==> src/rtl/pool_pkg.sv <==
// -----------------------------------------------------------------------------
// pool_pkg
// Shared definitions for the two-ball pool game: turn-controller state
// encoding, score and coordinate widths, respawn coordinates (also used by the
// ball movers), and a saturating score increment helper.
// -----------------------------------------------------------------------------
package pool_pkg;

    localparam int SCORE_W     = 4;
    localparam int COORD_W     = 11;
    localparam int FRAME_CNT_W = 16;

    // Restart positions shared with the ball movers
    localparam int POOL_RED_RESPAWN_X   = 280;
    localparam int POOL_RED_RESPAWN_Y   = 185;
    localparam int POOL_WHITE_RESPAWN_X = 120;
    localparam int POOL_WHITE_RESPAWN_Y = 185;

    localparam logic [SCORE_W-1:0] SCORE_MAX = 4'd15;

    typedef logic signed [COORD_W-1:0] coord_t;
    typedef logic [SCORE_W-1:0]        score_t;

    typedef enum logic [2:0] {
        S_AIM       = 3'd0,
        S_ARMING    = 3'd1,
        S_ROLLING   = 3'd2,
        S_SETTLING  = 3'd3,
        S_EVAL      = 3'd4,
        S_GAME_OVER = 3'd5
    } turn_state_t;

    // Score +1, holding at the maximum representable value
    function automatic score_t score_inc_sat(input score_t s);
        score_t r;
        if (s == SCORE_MAX) begin
            r = s;
        end else begin
            r = s + 4'd1;
        end
        return r;
    endfunction

endpackage

==> src/rtl/frame_counter.sv <==
// -----------------------------------------------------------------------------
// frame_counter
// Counts startOfFrame pulses (gated by the caller through `inc`). `clear`
// dominates `inc` and returns the count to zero. `hit` flags, combinationally,
// that the pulse being counted this cycle brings the count to `terminal`.
// Ports:
//   clk, reset      : clock, synchronous active-high reset
//   clear           : force count to zero on the next edge
//   inc             : count one frame on the next edge
//   terminal        : terminal count compared against
//   hit             : inc is high and count+1 equals terminal
// -----------------------------------------------------------------------------
module frame_counter
    import pool_pkg::*;
#(
    parameter int W = FRAME_CNT_W
)(
    input  logic         clk,
    input  logic         reset,
    input  logic         clear,
    input  logic         inc,
    input  logic [W-1:0] terminal,
    output logic         hit
);

    logic [W-1:0] count_r;
    logic [W-1:0] count_plus_s;

    // Frame count register, clear has priority over increment
    always_ff @(posedge clk) begin
        if (reset) begin
            count_r <= '0;
        end else if (clear) begin
            count_r <= '0;
        end else if (inc) begin
            count_r <= count_plus_s;
        end else begin
            count_r <= count_r;
        end
    end

    // Terminal compare on the value the count is about to take
    always_comb begin
        count_plus_s = count_r + W'(1);
        hit          = inc && (count_plus_s == terminal);
    end

endmodule

==> src/rtl/pool_turn_manager.sv <==
// -----------------------------------------------------------------------------
// pool_turn_manager
// Referee for the two-ball pool game. Arms a shot, watches the roll, waits
// for both balls to settle (or the roll to time out), scores the turn, picks
// the next shooter and emits one turn_over pulse with restart positions.
// Ports:
//   clk, reset                      : clock, synchronous active-high reset
//   startOfFrame                    : one-clock pulse per video frame
//   shot_fired                      : cue strike request (accepted in AIM only)
//   red/white_ball_stopped          : ball speed is zero
//   collision_Red_Black/White_Black : ball is in a pocket
//   red/white_x/y_loc               : current ball positions
//   shot_enable                     : high while waiting for a shot
//   turn_over                       : one-clock end-of-turn pulse
//   new_red/white_x/y_loc           : restart positions, valid with turn_over
//   player, score_p0, score_p1      : current shooter and scores
//   game_over                       : a player has reached WIN_SCORE
// -----------------------------------------------------------------------------
module pool_turn_manager
    import pool_pkg::*;
#(
    parameter int RED_RESPAWN_X   = POOL_RED_RESPAWN_X,
    parameter int RED_RESPAWN_Y   = POOL_RED_RESPAWN_Y,
    parameter int WHITE_RESPAWN_X = POOL_WHITE_RESPAWN_X,
    parameter int WHITE_RESPAWN_Y = POOL_WHITE_RESPAWN_Y,
    parameter int ARM_FRAMES      = 2,
    parameter int SETTLE_FRAMES   = 4,
    parameter int MAX_ROLL_FRAMES = 600,
    parameter int WIN_SCORE       = 5
)(
    input  logic                      clk,
    input  logic                      reset,
    input  logic                      startOfFrame,
    input  logic                      shot_fired,
    input  logic                      red_ball_stopped,
    input  logic                      white_ball_stopped,
    input  logic                      collision_Red_Black,
    input  logic                      collision_White_Black,
    input  logic signed [COORD_W-1:0] red_x_loc,
    input  logic signed [COORD_W-1:0] red_y_loc,
    input  logic signed [COORD_W-1:0] white_x_loc,
    input  logic signed [COORD_W-1:0] white_y_loc,
    output logic                      shot_enable,
    output logic                      turn_over,
    output logic signed [COORD_W-1:0] new_red_x_loc,
    output logic signed [COORD_W-1:0] new_red_y_loc,
    output logic signed [COORD_W-1:0] new_white_x_loc,
    output logic signed [COORD_W-1:0] new_white_y_loc,
    output logic                      player,
    output logic [SCORE_W-1:0]        score_p0,
    output logic [SCORE_W-1:0]        score_p1,
    output logic                      game_over
);

    localparam coord_t RED_RX_C   = coord_t'(RED_RESPAWN_X);
    localparam coord_t RED_RY_C   = coord_t'(RED_RESPAWN_Y);
    localparam coord_t WHITE_RX_C = coord_t'(WHITE_RESPAWN_X);
    localparam coord_t WHITE_RY_C = coord_t'(WHITE_RESPAWN_Y);

    turn_state_t cur_state_r, next_state_s;

    logic   shot_enable_r, turn_over_r, game_over_r, player_r;
    logic   red_potted_r, white_potted_r;
    score_t score_p0_r, score_p1_r;
    coord_t new_red_x_r, new_red_y_r, new_white_x_r, new_white_y_r;

    logic   both_stopped_s, watching_s, shot_accept_s;
    logic   roll_inc_s, roll_clr_s, roll_hit_s;
    logic   settle_inc_s, settle_clr_s, settle_hit_s;
    logic [FRAME_CNT_W-1:0] roll_term_s;
    logic [FRAME_CNT_W-1:0] settle_term_s;

    logic   foul_s, pot_s, player_next_s, win_s;
    score_t score_p0_next_s, score_p1_next_s;
    coord_t red_x_next_s, red_y_next_s, white_x_next_s, white_y_next_s;

    // Shots are only taken while shot_enable is shown, which also keeps the
    // turn_over cycle (state already AIM) from accepting a shot.
    assign both_stopped_s = red_ball_stopped && white_ball_stopped;
    assign watching_s     = (cur_state_r == S_ROLLING) || (cur_state_r == S_SETTLING);
    assign shot_accept_s  = (cur_state_r == S_AIM) && shot_enable_r && shot_fired;

    // One counter covers arming then rolling; it restarts from zero when
    // ARMING hands over, so the roll timeout counts from leaving ARMING.
    assign roll_inc_s  = startOfFrame && ((cur_state_r == S_ARMING) || (cur_state_r == S_ROLLING));
    assign roll_clr_s  = shot_accept_s || ((cur_state_r == S_ARMING) && roll_hit_s);
    assign roll_term_s = (cur_state_r == S_ARMING) ? FRAME_CNT_W'(ARM_FRAMES)
                                                   : FRAME_CNT_W'(MAX_ROLL_FRAMES);

    // The first both-stopped frame seen in ROLLING counts as settle frame 1;
    // any moving frame zeroes the settle count.
    assign settle_inc_s  = startOfFrame && watching_s && both_stopped_s;
    assign settle_clr_s  = shot_accept_s || (startOfFrame && watching_s && !both_stopped_s);
    assign settle_term_s = FRAME_CNT_W'(SETTLE_FRAMES);

    frame_counter #(.W(FRAME_CNT_W)) u_roll_cnt (
        .clk      (clk),
        .reset    (reset),
        .clear    (roll_clr_s),
        .inc      (roll_inc_s),
        .terminal (roll_term_s),
        .hit      (roll_hit_s)
    );

    frame_counter #(.W(FRAME_CNT_W)) u_settle_cnt (
        .clk      (clk),
        .reset    (reset),
        .clear    (settle_clr_s),
        .inc      (settle_inc_s),
        .terminal (settle_term_s),
        .hit      (settle_hit_s)
    );

    // Turn scoring: a potted white is a foul and outranks a red pot
    always_comb begin
        foul_s          = white_potted_r;
        pot_s           = red_potted_r && !white_potted_r;
        score_p0_next_s = score_p0_r;
        score_p1_next_s = score_p1_r;
        player_next_s   = player_r;
        if (foul_s) begin
            if (player_r) begin
                score_p0_next_s = score_inc_sat(score_p0_r);
            end else begin
                score_p1_next_s = score_inc_sat(score_p1_r);
            end
            player_next_s = !player_r;
        end else if (pot_s) begin
            if (player_r) begin
                score_p1_next_s = score_inc_sat(score_p1_r);
            end else begin
                score_p0_next_s = score_inc_sat(score_p0_r);
            end
        end else begin
            player_next_s = !player_r;
        end
        red_x_next_s   = red_potted_r ? RED_RX_C : red_x_loc;
        red_y_next_s   = red_potted_r ? RED_RY_C : red_y_loc;
        white_x_next_s = foul_s ? WHITE_RX_C : white_x_loc;
        white_y_next_s = foul_s ? WHITE_RY_C : white_y_loc;
        win_s = (int'(score_p0_next_s) == WIN_SCORE) || (int'(score_p1_next_s) == WIN_SCORE);
    end

    // Next-state logic
    always_comb begin
        next_state_s = cur_state_r;
        case (cur_state_r)
            S_AIM: begin
                if (shot_accept_s) next_state_s = S_ARMING;
                else               next_state_s = S_AIM;
            end
            S_ARMING: begin
                if (roll_hit_s) next_state_s = S_ROLLING;
                else            next_state_s = S_ARMING;
            end
            S_ROLLING: begin
                if (roll_hit_s || settle_hit_s)          next_state_s = S_EVAL;
                else if (startOfFrame && both_stopped_s) next_state_s = S_SETTLING;
                else                                     next_state_s = S_ROLLING;
            end
            S_SETTLING: begin
                if (settle_hit_s)                         next_state_s = S_EVAL;
                else if (startOfFrame && !both_stopped_s) next_state_s = S_ROLLING;
                else                                      next_state_s = S_SETTLING;
            end
            S_EVAL: begin
                if (win_s) next_state_s = S_GAME_OVER;
                else       next_state_s = S_AIM;
            end
            S_GAME_OVER: next_state_s = S_GAME_OVER;
            default:     next_state_s = S_AIM;
        endcase
    end

    // State register
    always_ff @(posedge clk) begin
        if (reset) begin
            cur_state_r <= S_AIM;
        end else begin
            cur_state_r <= next_state_s;
        end
    end

    // Pot flags, scores, player, restart positions and registered flags
    always_ff @(posedge clk) begin
        if (reset) begin
            shot_enable_r  <= 1'b1;
            turn_over_r    <= 1'b0;
            game_over_r    <= 1'b0;
            player_r       <= 1'b0;
            red_potted_r   <= 1'b0;
            white_potted_r <= 1'b0;
            score_p0_r     <= 4'd0;
            score_p1_r     <= 4'd0;
            new_red_x_r    <= RED_RX_C;
            new_red_y_r    <= RED_RY_C;
            new_white_x_r  <= WHITE_RX_C;
            new_white_y_r  <= WHITE_RY_C;
        end else begin
            // The cycle after EVAL carries turn_over; enable waits one more
            shot_enable_r <= (next_state_s == S_AIM) && (cur_state_r != S_EVAL);
            turn_over_r   <= (cur_state_r == S_EVAL);
            game_over_r   <= (cur_state_r == S_GAME_OVER);
            if (shot_accept_s) begin
                red_potted_r   <= 1'b0;
                white_potted_r <= 1'b0;
            end else if (watching_s) begin
                red_potted_r   <= red_potted_r   || collision_Red_Black;
                white_potted_r <= white_potted_r || collision_White_Black;
            end else begin
                red_potted_r   <= red_potted_r;
                white_potted_r <= white_potted_r;
            end
            if (cur_state_r == S_EVAL) begin
                player_r      <= player_next_s;
                score_p0_r    <= score_p0_next_s;
                score_p1_r    <= score_p1_next_s;
                new_red_x_r   <= red_x_next_s;
                new_red_y_r   <= red_y_next_s;
                new_white_x_r <= white_x_next_s;
                new_white_y_r <= white_y_next_s;
            end else begin
                player_r      <= player_r;
                score_p0_r    <= score_p0_r;
                score_p1_r    <= score_p1_r;
                new_red_x_r   <= new_red_x_r;
                new_red_y_r   <= new_red_y_r;
                new_white_x_r <= new_white_x_r;
                new_white_y_r <= new_white_y_r;
            end
        end
    end

    assign shot_enable     = shot_enable_r;
    assign turn_over       = turn_over_r;
    assign game_over       = game_over_r;
    assign player          = player_r;
    assign score_p0        = score_p0_r;
    assign score_p1        = score_p1_r;
    assign new_red_x_loc   = new_red_x_r;
    assign new_red_y_loc   = new_red_y_r;
    assign new_white_x_loc = new_white_x_r;
    assign new_white_y_loc = new_white_y_r;

endmodule

==> config.mk <==
export PLATFORM = sky130hd
export DESIGN_NAME = pool_turn_manager
export DESIGN_NICKNAME = d
export VERILOG_FILES = /design/src/rtl/pool_pkg.sv /design/src/rtl/frame_counter.sv /design/src/rtl/pool_turn_manager.sv
export SDC_FILE = /design/constraint.sdc
export NUM_CORES = 1
export LEC_CHECK = 0
export BUFFER_PORTS_ARGS = -buffer_cell sky130_fd_sc_hd__buf_2
export CAP_MARGIN = 20
export CORE_MARGIN = 2
export CORE_UTILIZATION = 40
export CTS_BUF_LIST = sky130_fd_sc_hd__clkbuf_8
export DETAILED_ROUTE_END_ITERATION = 8
export GPL_TIMING_DRIVEN = 0
export PLACE_DENSITY = 0.69
export SYNTH_ARGS = -nofsm -noshare
export SYNTH_HDL_FRONTEND = slang
export SYNTH_SLANG_ARGS = --single-unit
==> constraint.sdc <==
create_clock -name clk -period 3.6 [get_ports clk]
set_input_delay 0 -clock clk [delete_from_list [all_inputs] [get_ports clk]]
set_output_delay 0 -clock clk [all_outputs]
set_load 0.01 [all_outputs]
=== Word-level counts from Yosys, hierarchy flattened ===
Cells that the tools add are included.

* Register bits: 93
* Output and inout port bits: 56
* Logic and storage cells: 88

* $add $sub $neg: 4
* Equality and inequality tests: 13
* Mux-type cells: 25
* Reduce and logical (&&, ||, !) cells: 31

{| class="wikitable"
|+ Operators by type and width
! cell !! number
|-
| $mux 11 || 4
|-
| $mux 4 || 10
|-
| $add 16x1->16 const B || 2
|-
| $pmux 3 s6 || 1
|-
| $eq 16x10->1 || 1
|-
| $eq 16x3->1 const B || 1
|-
| $eq 4x4->1 const B || 4
|-
| $logic_and 1x1->1 || 14
|-
| $mux 10 || 1
|-
| $mux 3 || 3
|-
| $add 4x1->4 const B || 2
|-
| $logic_or 1x1->1 || 8
|-
| $eq 3x2->1 const B || 2
|-
| $eq 3x3->1 const B || 2
|-
| $logic_not 3->1 || 2
|-
| $reduce_or 2->1 || 3
|-
| $mux 1 || 5
|-
| $eq 3x1->1 const B || 1
|-
| $logic_not 1->1 || 3
|-
| $ne 3x3->1 const B || 1
|-
| $mux 2 || 1
|-
| $ne 2x2->1 const B || 1
|-
| $reduce_and 2->1 || 1
|}

=== Depth between registers and ports, before layout ===
Gate-level depths: netlist of the first run.

* Word-level depth: 11
* Gate-level depth with buffers: 10
* Mapped depth without buffers: 8

=== Hierarchy ===
A second synthesis of the first run with hierarchy kept.

* Cells, all modules: 489
* Area total of the unflattened synthesis: 4574.4 um2

{| class="wikitable"
|+ Modules (own cells, without submodules)
! module !! instances !! cells an instance !! area an instance (um2)
|-
| pool_turn_manager || 1 || 221 || 2342.2
|-
| frame_counter || 2 || 134 || 1116.1
|}

=== Worst setup path before layout of the first run ===
Ideal clock, no wire load.

* Path kind: register to register
* Start: reg u_settle_cnt.count_r[0]
* End: reg cur_state_r[0]
* Setup time: 0.129 ns
* Arrival: 2.241 ns
* Slack: 1.230 ns
* Cell stages (with the launch flop): 9
* Path buffers: 0
* Path through: dfxtp_1 > ha_1 > nand3_1 > nor3_1 > mux2_2 > a2111oi_2 > o311ai_2 > a31oi_1 > o21ai_0

* Cells in the longest elaborated chain, start to end: 6

{| class="wikitable"
|+ RTL lines
! what !! RTL line !! text
|-
| start, declared || frame_counter.sv:26 || <nowiki>logic [W-1:0] count_r;</nowiki>
|-
| start signal, assigned || frame_counter.sv:36 || <nowiki>count_r <= count_plus_s;</nowiki>
|-
| start signal, assigned || frame_counter.sv:38 || <nowiki>count_r <= count_r;</nowiki>
|-
| $add 16x1->16 * || frame_counter.sv:44 || <nowiki>count_plus_s = count_r + W'(1);</nowiki>
|-
| $eq 16x3->1 * || frame_counter.sv:45 || <nowiki>hit = inc && (count_plus_s == terminal);</nowiki>
|-
| $logic_and 1x1->1 * || frame_counter.sv:45 ||
|-
| $logic_or 1x1->1 || pool_turn_manager.sv:157 || <nowiki>if (roll_hit_s || settle_hit_s) next_state_s = S_EVAL;</nowiki>
|-
| $mux 3 || pool_turn_manager.sv:157 ||
|-
| $pmux 3 s6 * || pool_turn_manager.sv:147 || <nowiki>case (cur_state_r)</nowiki>
|-
| end signal, assigned || pool_turn_manager.sv:180 || <nowiki>cur_state_r <= next_state_s;</nowiki>
|-
| end, declared || pool_turn_manager.sv:60 || <nowiki>turn_state_t cur_state_r, next_state_s;</nowiki>
|}

Every way passes the cells marked *; elsewhere a longest branch is shown, timed or not.
A chain may end at the register's enable or synchronous reset.

=== Final worst setup path of the first run ===
* Start: reg u_settle_cnt.count_r[0]
* End: reg shot_enable_r, in the netlist shot_enable

* Cells in the longest elaborated chain, start to end: 8

{| class="wikitable"
|+ RTL lines
! what !! RTL line !! text
|-
| $add 16x1->16 * || frame_counter.sv:44 ||
|-
| $eq 16x3->1 * || frame_counter.sv:45 ||
|-
| $logic_and 1x1->1 * || frame_counter.sv:45 ||
|-
| $logic_or 1x1->1 || pool_turn_manager.sv:157 ||
|-
| $mux 3 || pool_turn_manager.sv:157 ||
|-
| $pmux 3 s6 * || pool_turn_manager.sv:147 ||
|-
| $logic_not 3->1 * || pool_turn_manager.sv:201 || <nowiki>shot_enable_r <= (next_state_s == S_AIM) && (cur_state_r != S_EVAL);</nowiki>
|-
| $logic_and 1x1->1 * || pool_turn_manager.sv:201 ||
|-
| end signal, assigned || pool_turn_manager.sv:201 ||
|-
| end, declared || pool_turn_manager.sv:62 || <nowiki>logic shot_enable_r, turn_over_r, game_over_r, player_r;</nowiki>
|}

Marks and branches as above.

==> impl_metrics.csv, run 1 <==
group,metric,value,unit
floorplanning,std_cell_rows,38,
floorplanning,start_util,0.409,
drt,viasPerCell,5.33,
grt,overflow,0,
drt,wl_per_cell,14.1,µm
sta,max_freq,0.371,GHz
grt,grt_pass1_wl,18900,µm
grt,grt_pass1_vias,4103,
setup_path,critPathLaunch,"u_settle_cnt.count_r[0]",
cells_and_area,n_fill_cell,985,
clock_network,root_buffer,"clkbuf_8",
setup_path,worst_ep_required_time,3.93,ns
grt,grt.total_usage,0.199,
drt,drt_iter0_markers,246,
yosys,yosys_most_used_dff,"dfxtp_1",
clock_network,postCtsHoldBufs,46,
floorplanning,dieArea,11900,µm²
yosys,netlist_top_cells_area,"dfxtp_1, a22o_1, nor2_1, xnor2_1, a21oi_1",
cells_and_area,nets,712,
yosys,synth_xor_area_frac,0.0595,
yosys,synth-simple-area-share,0.245,
yosys,synth_mux_area_frac,0.0150,
drt,drt_pass1_iterations,5,
placed_design,gp_congestion,0.853,
yosys,yosysMostFrequentCell,"dfxtp_1",
sta,worst_pin_slew,0.717,ns
grt,grt_max_degree,16,
drt,wl,11300,µm
sta,fin_worst_skew,0.0112,ns
yosys,syn_inst,491,
clock_network,insertion_delay,0.38,ns
yosys,synth_compound_area_frac,0.208,
placed_design,port_buffers,106,
sta,setup_viol,0,
setup_path,critPathSlowestCell,"dfxtp_1",
setup_path,cp-start-kind,"flip-flop",
setup_path,crit_buf_inv,0,
yosys,synth.net_count,548,
sta,timing.slew.headroom,0.518,
yosys,yosys.area.top_type,"dfxtp_1",
yosys,synthAdderAreaFrac,0.0142,
placed_design,dp_cells,737,
clock_network,clkTransAtPathRegs,0.10,ns
setup_path,r2r_end,"shot_enable",
setup_path,path_class,"reg2reg",
cells_and_area,diodes,0,
pwr,peakVddDrop,257,µV
cells_and_area,area_growth,31.4,%
yosys,synthesis.area,4420,µm²
pwr,power,1.95,mW
floorplanning,die_width,109,µm
clock_network,cts_tree,"built",
pwr,p_leak,2.32,nW
yosys,syn_avg_cell_area,9.00,µm²
setup_path,rrSetupSlack,0.91,ns
clock_network,postCtsSetupRepairBufs,0,
drt,antenna_left,0,
floorplanning,ios,108,
placed_design,dpl.hpwl,7640,µm
sta,period_share,0.748,
yosys,ys_types,63,
yosys,synth_top_family_by_area,"simple AND/OR/NAND/NOR gates",
cells_and_area,drive_gt1_frac,0.235,
floorplanning,dieHeight,109,µm
yosys,synth_common_cells,"dfxtp_1, nor2_1, a21oi_1, nand2_1",
drt,drc,0,
setup_path,critical_path.top_delay_family,"compound AO/OA/AOI/OAI gates",
clock_network,htreeDepth,3,
floorplanning,core_area,10800,µm²
setup_path,cp-endpoint,"shot_enable",
yosys,ys_seq_area_frac,0.421,
setup_path,arrival,3.02,ns
grt,antenna_found_initial,0,
clock_network,cts_sinks,93,
setup_path,end_kind,"flip-flop",
outcome,status,"completed",
setup_path,crit_fanout,8,
worst_hold_path,hp-class,"in2reg",
yosys,synth_top_area_frac,0.421,
setup_path,cp_num_cells,8,
cells_and_area,multi_input_area,2390,µm²
sta,fin_tns_setup,0,ns
clock_network,cts-buffers-inserted,9,
flow_run,max-cap-violations,0,
cells_and_area,regArea,1860,µm²
clock_network,cts_resized,0,
setup_path,reg2reg_depth,8,
yosys,synth-edff-count,0,
sta,period_needed,2.69,ns
yosys,ys_ff_latch,93,
clock_network,clk_path_buf_depth,2,
sta,finalHoldViolations,0,
setup_path,path_cells,"ha_1 -> nand3_1 -> nor3_1 -> mux2_2 -> a2111oi_2 -> o311ai_2 -> a31oi_1 -> o211a_1",
sta,slew_viol_final,0,
cells_and_area,stdcell_count,799,
yosys,synth_warnings,0,
setup_path,r2r_start,"u_settle_cnt.count_r[0]",
yosys,async_flop_share,0,
pwr,powerDensity,336,nW/µm²
drt,via_count,4257,
setup_path,slowest_delay,0.47,ns
sta,rsz0062_at_grt,"false",
-- cell type report --
| class | instances | area share |
|---|---|---|
| multi-input cells | 362 | 0.412 |
| clock buffers | 9 | 0.0213 |
| repair buffers | 153 | 0.172 |
| inverters | 7 | 0.00453 |
| clock inverters | 6 | 0.0153 |
| well taps | 140 | 0.0302 |
| plain buffers | 29 | 0.0239 |
| flip-flops and latches | 93 | 0.321 |
-- per-stage QoR --
stage	hold WS, ns	setup WS [ns]	area (µm²)	utilization
2_1_floorplan	0.119	1.23	4420	-
3_3_place_gp	0.203	0.928	5120	0.475
3_5_place_dp	0.207	0.940	5120	0.475
4_1_cts	0.0154	0.892	5800	0.537
5_1_grt	0.0473	0.630	5800	0.538
6_report	0.0265	0.907	5800	0.538
-- cell families after synthesis --
logic type,after synthesis
flops,93
fa+ha+maj,5
mux,6
xor+xnor,30
simple gates,196
compound gates,125
buf+inv,36
-- worst min path at each step --
stage                         from                 end  slack, ns  cells after the start
floorplan             red_x_loc[3]    new_red_x_loc[3]       0.12                      1
global placement    white_x_loc[3]  new_white_x_loc[3]       0.20                      2
detailed placement    red_y_loc[0]    new_red_y_loc[0]       0.21                      2
CTS                          reset           turn_over       0.02                      2
global route                 reset           turn_over       0.05                      2
finish                       reset           turn_over       0.03                      2
-- registers in the layout (all words and copies together), names as in the netlist --
name	count
player	1
u_settle_cnt.count_r	16
new_white_y_loc	11
turn_over	1
new_white_x_loc	11
u_roll_cnt.count_r	16
new_red_y_loc	11
cur_state_r	3
shot_enable	1
red_potted_r	1
game_over	1
foul_s	1
new_red_x_loc	11
score_p1	4
score_p0	4
-- metal layers --
metal  up-vias  wire length [µm]  GRT usage  part of all wire
li1       2124                 -          -                 -
met1      2013              5030      0.248              0.45
met2        97              5470      0.332              0.48
met3        23               539     0.0430             0.048
met4         0               244     0.0842             0.022
met5         -                 0          0                 0
-- cells in the final DEF (no fill, tap or decap), types with 3 or more instances in the layout --
master / count
buf_2: 115
dfxtp_1: 93
nor2_1: 53
dlygate4sd3_1: 46
nand2_1: 30
a21oi_1: 30
nand3_1: 27
a22o_1: 27
o21ai_0: 22
xnor2_1: 18
o22a_1: 17
clkbuf_1: 15
nor3_1: 12
xor2_1: 12
nand3b_1: 11
nand4_1: 9
clkbuf_8: 9
inv_1: 8
and3_1: 7
a31oi_1: 6
nor4_1: 5
nor2b_1: 5
nor3b_1: 5
nand2b_1: 5
ha_1: 5
buf_4: 4
or3_1: 4
mux2i_1: 4
or2_2: 3
a211o_1: 3
a211oi_1: 3
-- power breakdown --
group / leakage [nW] / total [mW] / internal [mW] / switching, mW
clock: 0.107 / 0.772 / 0.389 / 0.384
combinational: 1.46 / 0.144 / 0.0750 / 0.0688
sequential: 0.750 / 1.04 / 1.03 / 0.00291
No activity file was read; power rests on OpenSTA's default activity.
==> run 2: changes to the inputs <==
clock period = 2.8 ns   (was 3.6 ns; I/O delays follow)
==> run 2 against run 1 <==
  * Cell count unchanged
  * Global-route usage is the same
  * Flip-flop and latch count stayed put
  * Sequential share of layout area fell by 0.054 points
  * Sequential power grew 28%
  * Via count down 0.28%
  * Register-to-register slack lost 0.63 ns
  * Critical endpoint is now u_roll_cnt.count_r[14]
  * Largest power group unchanged
==> impl_metrics.csv, run 2 (synthesis gave the netlist of run 1 again) <==
group,metric,value,unit
pwr,p_leak,2.31,nW
floorplanning,std_cell_rows,38,
sta,finalHoldViolations,0,
cells_and_area,diodes,0,
pwr,combPwrFrac,0.074,
drt,via_count,4245,
sta,timing.slew.headroom,0.516,
setup_path,critPathSlowestCell,"dfxtp_1",
setup_path,cp-start-kind,"flip-flop",
drt,drt_iter0_markers,214,
clock_network,cts-buffers-inserted,9,
setup_path,end_kind,"flip-flop",
clock_network,postCtsSetupRepairBufs,0,
pwr,p_sw_frac,0.232,
outcome,status,"completed",
placed_design,dp_cells,737,
floorplanning,dieHeight,109,µm
setup_path,worst_ep_required_time,3.07,ns
sta,worst_pin_slew,0.720,ns
cells_and_area,final_common_cell,"buf_2",
pwr,clkPwrFrac,0.395,
setup_path,crit_buf_inv,1,
cells_and_area,drive_gt1_frac,0.244,
placed_design,gp_congestion,0.853,
drt,drc,0,
placed_design,port_buffers,106,
setup_path,arrival,2.79,ns
cells_and_area,final_cell_mix,"buf_2, dfxtp_1, nor2_1",
worst_hold_path,hp-class,"in2reg",
drt,drt_pass1_iterations,4,
setup_path,path_cells,"ha_2 -> nand3_2 -> nor4_1 -> mux2i_1 -> o2111ai_1 -> a311oi_4 -> a21o_4 -> buf_6 -> nor2_1",
pwr,p_int,1.92,mW
setup_path,critical_path.top_delay_family,"compound AO/OA/AOI/OAI gates",
clock_network,clkTransAtPathRegs,0.09,ns
setup_path,r2r_end,"u_roll_cnt.count_r[14]",
floorplanning,core_area,10800,µm²
sta,fin_ws,0.272,ns
drt,antenna_left,0,
worst_hold_path,hold_end,"turn_over",
drt,wl_per_cell,14.1,µm
floorplanning,dieArea,11900,µm²
sta,fin_worst_skew,0.0115,ns
drt,viasPerCell,5.31,
clock_network,cts_sinks,93,
clock_network,clk_path_buf_depth,2,
setup_path,reg2reg_depth,9,
worst_hold_path,hold_depth,2,
pwr,p_sw,0.581,mW
cells_and_area,area_growth,31.8,%
floorplanning,die_width,109,µm
grt,antenna_found_initial,0,
cells_and_area,final_core_util,0.539,
grt,grt_pass1_vias,4103,
clock_network,insertion_delay,0.38,ns
pwr,pwr-share-seq,0.531,
clock_network,root_buffer,"clkbuf_8",
worst_hold_path,min_from,"reset",
grt,overflow,0,
sta,period_needed,2.53,ns
placed_design,dpl.hpwl,7640,µm
pwr,power,2.50,mW
sta,slew_viol_final,0,
sta,setup_viol,0,
cells_and_area,reg_top3,"u_roll_cnt.count_r: 16 flops, u_settle_cnt.count_r: 16 flops",
setup_path,slowest_delay,0.48,ns
setup_path,path_class,"reg2reg",
drt,wl,11300,µm
floorplanning,ios,108,
grt,grt_max_degree,16,
flow_run,max-cap-violations,0,
pwr,peakVddDrop,327,µV
sta,max_freq,0.396,GHz
clock_network,cts_tree,"built",
cells_and_area,stdcell_count,799,
setup_path,crit_fanout,10,
sta,period_share,0.903,
sta,fin_tns_setup,0,ns
cells_and_area,nets,712,
setup_path,r2r_start,"u_roll_cnt.count_r[0]",
placed_design,place_ws,0.140,ns
setup_path,rrSetupSlack,0.27,ns
sta,rsz0062_at_grt,"false",
grt,grt_pass1_wl,18900,µm
grt,grt.total_usage,0.199,
pwr,powerDensity,430,nW/µm²
floorplanning,start_util,0.409,
clock_network,htreeDepth,3,
-- run 2: cell counts in the layout (fill, tap and decap cells not counted) --
No cell type changed its count.
-- run 2: metrics by stage --
step                      hold slack, ns  cell area [µm²]
after CTS                         0.0154             5800
after floorplan                    0.119             4420
after detailed placement           0.207             5120
after global routing              0.0473             5820
after global placement             0.203             5120
final                             0.0299             5820
-- run 2: what timing repair did --
action                                 CTS  global route
endpoints found under the hold margin   46             0
hold buffers                            46             0
setup endpoints to repair                0            19
resized for setup                        0             6
-- run 2: per-layer routing --
metal  GRT usage  routed length [µm]
met5           0                   0
met4      0.0842                 238
met3      0.0430                 542
met2       0.332                5510
met1       0.248                4990
-- run 2: worst max path at each step --
| stage | start | endpoint | slack [ns] | cells after the start |
|---|---|---|---|---|
| finish | u_roll_cnt.count_r[0] | u_roll_cnt.count_r[14] | 0.27 | 9 |
| global route | u_roll_cnt.count_r[0] | u_roll_cnt.count_r[6] | 0.01 | 9 |
| CTS | u_roll_cnt.count_r[0] | u_roll_cnt.count_r[14] | 0.09 | 9 |
| detailed placement | u_settle_cnt.count_r[0] | cur_state_r[0] | 0.14 | 8 |
| global placement | u_settle_cnt.count_r[0] | shot_enable | 0.13 | 8 |
| floorplan | u_settle_cnt.count_r[0] | cur_state_r[0] | 0.43 | 8 |
-- run 2: power groups by stage --
stage	Combinational [mW]	Sequential (mW)	Clock (mW)
CTS	0.181	1.33	1.02
global placement	0.129	1.36	0
finish	0.185	1.33	0.988
global route	0.204	1.33	1.07
detailed placement	0.132	1.36	0
floorplan	0.0692	1.36	0
-- run 2: layout make-up --
cell class              count  area (µm²)
clock buffers               9         124
flip-flops and latches     93        1860
multi-input cells         362        2410
inverters                   7        26.3
well taps                 140         175
clock inverters             6        88.8
plain buffers              29         139
repair buffers            153         998
fillers                   986        4970
